<file path="config.mk">
export PLATFORM = sky130hd
export DESIGN_NAME = cmt_output_packer
export DESIGN_NICKNAME = d
export VERILOG_FILES = /design/src/rtl/cmt_pkg.sv /design/src/rtl/cmt_line_assembler.sv /design/src/rtl/cmt_output_packer.sv
export SDC_FILE = /design/constraint.sdc
export NUM_CORES = 2
export LEC_CHECK = 0
export BUFFER_PORTS_ARGS = -buffer_cell sky130_fd_sc_hd__buf_2
export CAP_MARGIN = 10
export CORE_MARGIN = 2
export CORE_UTILIZATION = 56
export CTS_BUF_LIST = sky130_fd_sc_hd__clkbuf_8
export CTS_CLUSTER_SIZE = 8
export DETAILED_ROUTE_END_ITERATION = 8
export HOLD_SLACK_MARGIN = 0.03
export MAX_ROUTING_LAYER = met4
export PLACE_DENSITY = 0.79
export SLEW_MARGIN = 20
export SYNTH_ARGS = -nofsm -noshare
export SYNTH_HDL_FRONTEND = slang
export SYNTH_SLANG_ARGS = --single-unit
</file>
<file path="constraint.sdc">
create_clock -name clk -period 10.44 [get_ports clk]
set_input_delay 1.044 -clock clk [delete_from_list [all_inputs] [get_ports clk]]
set_output_delay 1.044 -clock clk [all_outputs]
set_load 0.03 [all_outputs]
</file>
<file path="src/rtl/cmt_pkg.sv">
// +----------------------------------------------------------------------------+
// | cmt_pkg : shared widths, line-count type and packer FSM states             |
// | Revision: 1.0                                                              |
// +----------------------------------------------------------------------------+
`default_nettype none

package cmt_pkg;
    localparam int RESULT_WIDTH   = 64;
    localparam int RESULTS_PER_CL = 8;
    localparam int CL_DATA_WIDTH  = RESULT_WIDTH * RESULTS_PER_CL;
    localparam int SIZE_WIDTH     = 43;

    typedef logic [SIZE_WIDTH-1:0] cl_count_t;

    typedef enum logic [1:0] {
        IDLE = 2'd0,
        RUN  = 2'd1,
        DONE = 2'd2
    } state_t;
endpackage

`default_nettype wire

</file>
<file path="src/rtl/cmt_line_assembler.sv">
// +----------------------------------------------------------------------------+
// | cmt_line_assembler : collects result words into lanes of one cache line    |
// | Revision: 1.0                                                              |
// +----------------------------------------------------------------------------+
`default_nettype none

module cmt_line_assembler #(
    parameter int                      RESULT_WIDTH   = cmt_pkg::RESULT_WIDTH,
    parameter int                      RESULTS_PER_CL = cmt_pkg::RESULTS_PER_CL,
    parameter logic [RESULT_WIDTH-1:0] PAD_VALUE      = '0,
    parameter int                      CNT_W          = $clog2(RESULTS_PER_CL)
) (
    input  logic                                   clk,
    input  logic                                   rst,
    input  logic                                   clr,
    input  logic                                   push,
    input  logic                                   flush,
    input  logic [RESULT_WIDTH-1:0]                data,
    output logic [CNT_W-1:0]                       lane_cnt,
    output logic                                   line_full,
    output logic [RESULT_WIDTH*RESULTS_PER_CL-1:0] line
);
    localparam logic [CNT_W-1:0] LAST_LANE = CNT_W'(RESULTS_PER_CL - 1);

    logic [RESULT_WIDTH-1:0] lanes [RESULTS_PER_CL];

    assign line_full = push && (lane_cnt == LAST_LANE);

    always_ff @(posedge clk) begin
        if (rst || clr) begin
            lane_cnt <= '0;
        end else if (push) begin
            lanes[lane_cnt] <= data;
            lane_cnt        <= line_full ? '0 : lane_cnt + CNT_W'(1);
        end else if (flush) begin
            lane_cnt <= '0;
        end
    end

    // The word being pushed bypasses into its lane so a full line can leave on
    // the same edge; lanes not yet written read as padding for a flush.
    for (genvar k = 0; k < RESULTS_PER_CL; k++) begin : g_lane
        assign line[k*RESULT_WIDTH +: RESULT_WIDTH] =
            (CNT_W'(k) < lane_cnt)           ? lanes[k] :
            (push && CNT_W'(k) == lane_cnt)  ? data     : PAD_VALUE;
    end
endmodule

`default_nettype wire

</file>
<file path="src/rtl/cmt_output_packer.sv">
// +----------------------------------------------------------------------------+
// | cmt_output_packer : packs FWFT result words into cache lines for DMA write |
// | Optional: CMT_OUTPACK_STALL_CNT_EN adds stall_cycles counter output        |
// | Revision: 1.0                                                              |
// +----------------------------------------------------------------------------+
`default_nettype none

module cmt_output_packer #(
    parameter int                      RESULT_WIDTH = cmt_pkg::RESULT_WIDTH,
    parameter int                      CL_WIDTH     = cmt_pkg::CL_DATA_WIDTH,
    parameter int                      SIZE_WIDTH   = cmt_pkg::SIZE_WIDTH,
    parameter logic [RESULT_WIDTH-1:0] PAD_VALUE    = '0
) (
    input  logic                    clk,
    input  logic                    rst,
    input  logic                    go,
    input  logic [SIZE_WIDTH-1:0]   wr_size,
    input  logic                    src_empty,
    input  logic [RESULT_WIDTH-1:0] src_data,
    output logic                    src_rd_en,
    input  logic                    src_done,
    input  logic                    dma_full,
    output logic                    dma_wr_en,
    output logic [CL_WIDTH-1:0]     dma_wr_data,
    output logic                    done,
    output logic                    short_err
`ifdef CMT_OUTPACK_STALL_CNT_EN
    ,
    output logic [31:0]             stall_cycles
`endif
);
    import cmt_pkg::*;

    localparam int               LANES     = CL_WIDTH / RESULT_WIDTH;
    localparam int               LANE_W    = $clog2(LANES);
    localparam logic [LANE_W-1:0] LAST_LANE = LANE_W'(LANES - 1);

    state_t                  state, state_nxt;
    logic [SIZE_WIDTH-1:0]   size_r;
    logic [SIZE_WIDTH-1:0]   lines_written;
    logic                    out_vld;
    logic [CL_WIDTH-1:0]     out_data;
    logic [LANE_W-1:0]       lane_cnt;
    logic                    line_full;
    logic [CL_WIDTH-1:0]     line;
    logic [SIZE_WIDTH:0]     lines_committed;
    logic                    run, stop, flush, last_write, short_end, restart;

    always_comb begin
        run             = (state == RUN);
        restart         = go && (state != RUN);
        lines_committed = {1'b0, lines_written} + (SIZE_WIDTH+1)'(out_vld);
        // Only a new line is ever refused; a partly filled line is always finished.
        stop            = (lane_cnt == '0) && (lines_committed >= {1'b0, size_r});
        dma_wr_en       = out_vld && !dma_full;
        src_rd_en       = run && !src_empty && !stop &&
                          !((lane_cnt == LAST_LANE) && out_vld && !dma_wr_en);
        flush           = run && src_done && src_empty && (lane_cnt != '0) && !out_vld;
        last_write      = dma_wr_en && ((lines_written + SIZE_WIDTH'(1)) == size_r);
        short_end       = run && src_done && src_empty && (lane_cnt == '0) &&
                          !out_vld && (lines_written < size_r);
    end

    always_comb begin
        state_nxt = state;
        case (state)
            IDLE, DONE: if (go) state_nxt = (wr_size == '0) ? DONE : RUN;
            RUN:        if (last_write || short_end) state_nxt = DONE;
            default:    state_nxt = IDLE;
        endcase
    end

    always_ff @(posedge clk) begin
        if (rst) state <= IDLE;
        else     state <= state_nxt;
    end

    cmt_line_assembler #(
        .RESULT_WIDTH   (RESULT_WIDTH),
        .RESULTS_PER_CL (LANES),
        .PAD_VALUE      (PAD_VALUE),
        .CNT_W          (LANE_W)
    ) u_assembler (
        .clk       (clk),
        .rst       (rst),
        .clr       (restart),
        .push      (src_rd_en),
        .flush     (flush),
        .data      (src_data),
        .lane_cnt  (lane_cnt),
        .line_full (line_full),
        .line      (line)
    );

    always_ff @(posedge clk) begin
        if (rst) begin
            size_r        <= '0;
            lines_written <= '0;
            out_vld       <= 1'b0;
            out_data      <= '0;
            done          <= 1'b0;
            short_err     <= 1'b0;
        end else if (restart) begin
            size_r        <= wr_size;
            lines_written <= '0;
            out_vld       <= 1'b0;
            done          <= (wr_size == '0);
            short_err     <= 1'b0;
        end else begin
            if (dma_wr_en) lines_written <= lines_written + SIZE_WIDTH'(1);
            if (line_full || flush) begin
                out_vld  <= 1'b1;
                out_data <= line;
            end else if (dma_wr_en) begin
                out_vld  <= 1'b0;
            end
            if (last_write || short_end) done <= 1'b1;
            if (short_end) short_err <= 1'b1;
        end
    end

    assign dma_wr_data = out_data;

`ifdef CMT_OUTPACK_STALL_CNT_EN
    logic [31:0] stall_cnt;

    always_ff @(posedge clk) begin
        if (rst || restart)                            stall_cnt <= '0;
        else if (out_vld && dma_full && stall_cnt != '1) stall_cnt <= stall_cnt + 32'd1;
    end

    assign stall_cycles = stall_cnt;
`endif
endmodule

`default_nettype wire

</file>
==> out/results.tsv <==
stage	metric	value	unit
detailed_routing	number of nets with antenna violations after routing	0	
logic_synthesis	share of the synthesized area in the top cell type	32.2	%
sta	Setup violations, final	0	
floorplan	Die X	277	um
sta	number of pins with negative max-slew slack in the final report	0	
sta	Achievable Freq	138	MHz
floorplan	initial standard-cell utilization of the core	56.3	%
clock_tree	library cell used as clock root buffer	clkbuf_8	
global_route	first-pass GRT wire length	210000	um
detailed_routing	total number of vias	34900	
sta	Hold Fails Final Rpt	0	
pwr	maximum vdd ir drop	181	uV
clock_tree	clock network latency to the later pin of the worst-skew pair	0.84	ns
sta	RSZ-0062 raised after global routing	false	
sta	portion of the clock cycle consumed by the worst path in the final layout	69.2	%
critical_path	most frequent cell on the critical path	ha_1	
logic_synthesis	Post-synth EDFFs	448	
floorplan	Boundary Pins	629	
critical_path	Crit Path Max Fanout	7	
cells_and_area	number of nets in the layout	4586	
cells_and_area	most frequent cells in the layout	buf_2, dfxtp_1, nor2_1, edfxtp_1, nor3_1	
logic_synthesis	Syn Area/Cell	10.8	um^2
critical_path	slowest cell on the critical path	or3_1	
pwr	static leakage power	19.0	nW
logic_synthesis	synthesized area	41700	um^2
critical_path	start point of the critical path	lines_written[0]$_SDFFE_PP0P_	
global_route	final global-route overflow total	0	
hold_path	Hold Path Depth	2	
pwr	Combinational Power Share	5.5	%
logic_synthesis	count of synthesis-stage warnings from yosys	0	
detailed_routing	DRC violations left	0	
hold_path	HP Class	register to register	
critical_path	arrival time reported for the critical path endpoint	6.19	ns
clock_tree	number of clock sinks seen by CTS	1054	
pwr	sequential share of power	53.3	%
floorplan	placeable core region	74100	um^2
logic_synthesis	total nets after synthesis	4079	
clock_tree	CTS hold repair buffers	0	
global_route	global-route usage over all layers	36.9	%
detailed_routing	average via count per standard cell	6.35	
clock_tree	total of cells resized after clock tree synthesis	0	
logic_synthesis	count of state elements after synthesis	1054	
detailed_routing	wire length reported by the detailed router	140000	um
pwr	internal portion of total power	0.00616	W
clock_tree	Longest Clk Path Bufs	3	
critical_path	count of cells along the worst register-to-register path	19	
sta	actual transition at the worst max-transition pin	1.17	ns
pwr	switching portion of total power	25.1	%
detailed_routing	total iterations of the first detailed-routing run	6	
global_route	number of antenna violations at the first check in global routing	3	
global_route	pin count of the biggest net entering global routing	212	
clock_tree	Inserted Clock Buffers	166	
critical_path	Crit. End Element	primary output	
job	maxcap violations	0	
logic_synthesis	Synth async-reset ratio	0	%
logic_synthesis	gate count after technology mapping	3873	
sta	final setup margin	3.21	ns
logic_synthesis	distinct cell type count of the synthesized netlist	71	
critical_path	list of cells traversed by the critical path	ha_1 -> ha_1 -> nand3_1 -> or2_2 -> nor2_1 -> nand2_1 -> or3_1 -> xnor2_1 -> ha_1 -> nand4_1 -> nor3_1 -> a221oi_1 -> a21boi_0 -> nand4bb_4 -> and2_0 -> inv_1 -> buf_2	
cells_and_area	fillcell total	5828	
floorplan	die outline height	277	um
detailed_routing	Wirelength per Cell	25.6	um
sta	final-layout setup total negative slack	0	ns
logic_synthesis	fraction of the yosys area taken by sequential cells	61.3	%
clock_tree	CTS tree	yes	
floorplan	Die ar.	76700	um^2
hold_path	startpoint of the most critical hold path	dma_wr_data[46]$_SDFFE_PP0P_	
cells_and_area	most common library cell in the layout ignoring fill and taps	buf_2	
pwr	total power	0.00823	W
status	outcome	complete, no violations	
pwr	Sw Pwr	0.00207	W
logic_synthesis	most used flip-flop cell after synthesis	dfxtp_1	
placed_design	dpl hpwl	86400	um
global_route	vias in the first global route	33400	
pwr	Power per Cell Area	170	nW/um^2
logic_synthesis	largest cells by area after synthesis	edfxtp_1, dfxtp_1, a221oi_1	
clock_tree	H-tree Lvls	4	
sta	time the worst path needs with I/O delays and setup	7.23	ns
detailed_routing	DRC violation total after the first TritonRoute iteration	4016	
critical_path	nature of the critical path startpoint	register	
critical_path	Crit Path Class	register to primary output	
sta	clock skew after layout	0.0552	ns
logic_synthesis	library cell with the largest summed area after synthesis	edfxtp_1	
placed_design	Port Buffer Count	628	
critical_path	Required @ worst endpoint	9.40	ns
critical_path	Max stage delay on crit path	0.57	ns
placed_design	placement-stage worst setup slack	3.35	ns
clock_tree	Clock Pin Slew Worst Setup and Hold Paths	0.06	ns
pwr	proportion of power drawn by the clock network	41.3	%
critical_path	beginning of the worst register-to-register path	lines_written[0]$_SDFFE_PP0P_	
cells_and_area	layout overhead on the synthesized area	16.1	%
floorplan	number of core rows	100	
sta	relative slew slack	21.8	%
cells_and_area	final core area utilization	65.4	%
placed_design	routability-driven placement congestion ratio	0.982	
clock_tree	number of setup buffers added after CTS	0	
cells_and_area	share of layout cells above drive strength 1	20.6	%
[through the flow]
step	std cells	hold WS, ns	area, um^2
6_report	5490	0.447	48400
5_1_grt	5490	0.440	48400
4_1_cts	5488	0.400	48400
3_5_place_dp	5181	0.441	45200
3_3_place_gp	5181	0.437	45200
2_1_floorplan	3873	0.449	41700
[kinds of logic (layout without fill, tap and decap cells)]
| group | count (synthesis) | count (layout) | share of synthesized area, % |
|---|---|---|---|
| AOI/OAI and AO/OA | 764 | 764 | 13.3 |
| DFF | 1054 | 1054 | 61.3 |
| adders and majority gates | 93 | 93 | 2.79 |
| xor gates and xnor gates | 130 | 130 | 2.73 |
| muxes | 3 | 3 | 0.0720 |
| and+or+nand+nor | 1440 | 1440 | 15.8 |
| other | 0 | 2 | 0 |
| buffers and inverters | 389 | 1035 | 3.94 |
[sequential cells by signal, indices dropped and copies added, names as in the netlist]
register	flops
u_assembler.lane_cnt	3
state	2
out_vld	1
dma_wr_data	512
short_err	1
u_assembler.lanes	448
size_r	43
done	1
lines_written	43
[final cells by class]
class	instances	area [um^2]	share of cell area, %
Clock buffer	182	2500	5.17
Tap cell	969	1210	2.50
Sequential cell	1054	25600	52.8
Antenna cell	2	5.00	0.0103
Inverter	57	214	0.442
Multi-Input combinational cell	2430	14700	30.2
Clock inverter	125	718	1.48
Timing Repair Buffer	671	3550	7.32
[power groups by stage]
stage | registers [W] | clock network, W | logic (W)
finish | 0.00438 | 0.00340 | 0.000449
global placement | 0.00447 | 0 | 0.000436
detailed placement | 0.00447 | 0 | 0.000441
floorplan | 0.00450 | 0 | 0.000199
CTS | 0.00438 | 0.00343 | 0.000443
global route | 0.00438 | 0.00361 | 0.000481
[synthesized netlist by cell type (all sizes together), types with 5 or more instances]
cell type,instances
dfxtp,606
nor2,479
edfxtp,448
nor3,416
a221oi,387
nand2,290
a21oi,213
clkbuf,190
buf,142
nand3,106
ha,93
o21ai,91
xnor2,75
inv,56
xor2,55
nand4,34
nor4,28
or3,20
and3,13
a21o,12
nand2b,11
or4,9
a2111oi,8
and4,7
nor2b,7
a211oi,6
a31oi,6
and2,6
o211ai,6
or2,6
o21a,5
[layer usage]
layer / part of all wire, % / global-route usage (%)
met1: 39 / 48.0
met2: 45 / 54.3
met3: 11 / 9.12
met4: 5.0 / 17.9
met5: 0 / -
[path summary, 6_finish.rpt]
check	to	slack [ns]
max	src_rd_en	3.21
min	dma_wr_data[46]$_SDFFE_PP0P_	0.45
max reg2reg	u_assembler.lanes[0][20]$_DFFE_PP_	3.22
min reg2reg	dma_wr_data[46]$_SDFFE_PP0P_	0.45
[worst max-delay path, delay by kind of cell (launching register included)]
kind / cells / cell delay, ns
AOI/OAI and AO/OA: 2 / 0.64
xor gates and xnor gates: 1 / 0.17
adders and majority gates: 3 / 0.76
buffers and inverters: 2 / 0.38
DFF: 1 / 0.47
and+or+nand+nor: 9 / 2.92
Note: power is estimated with default switching activity, not from simulation.
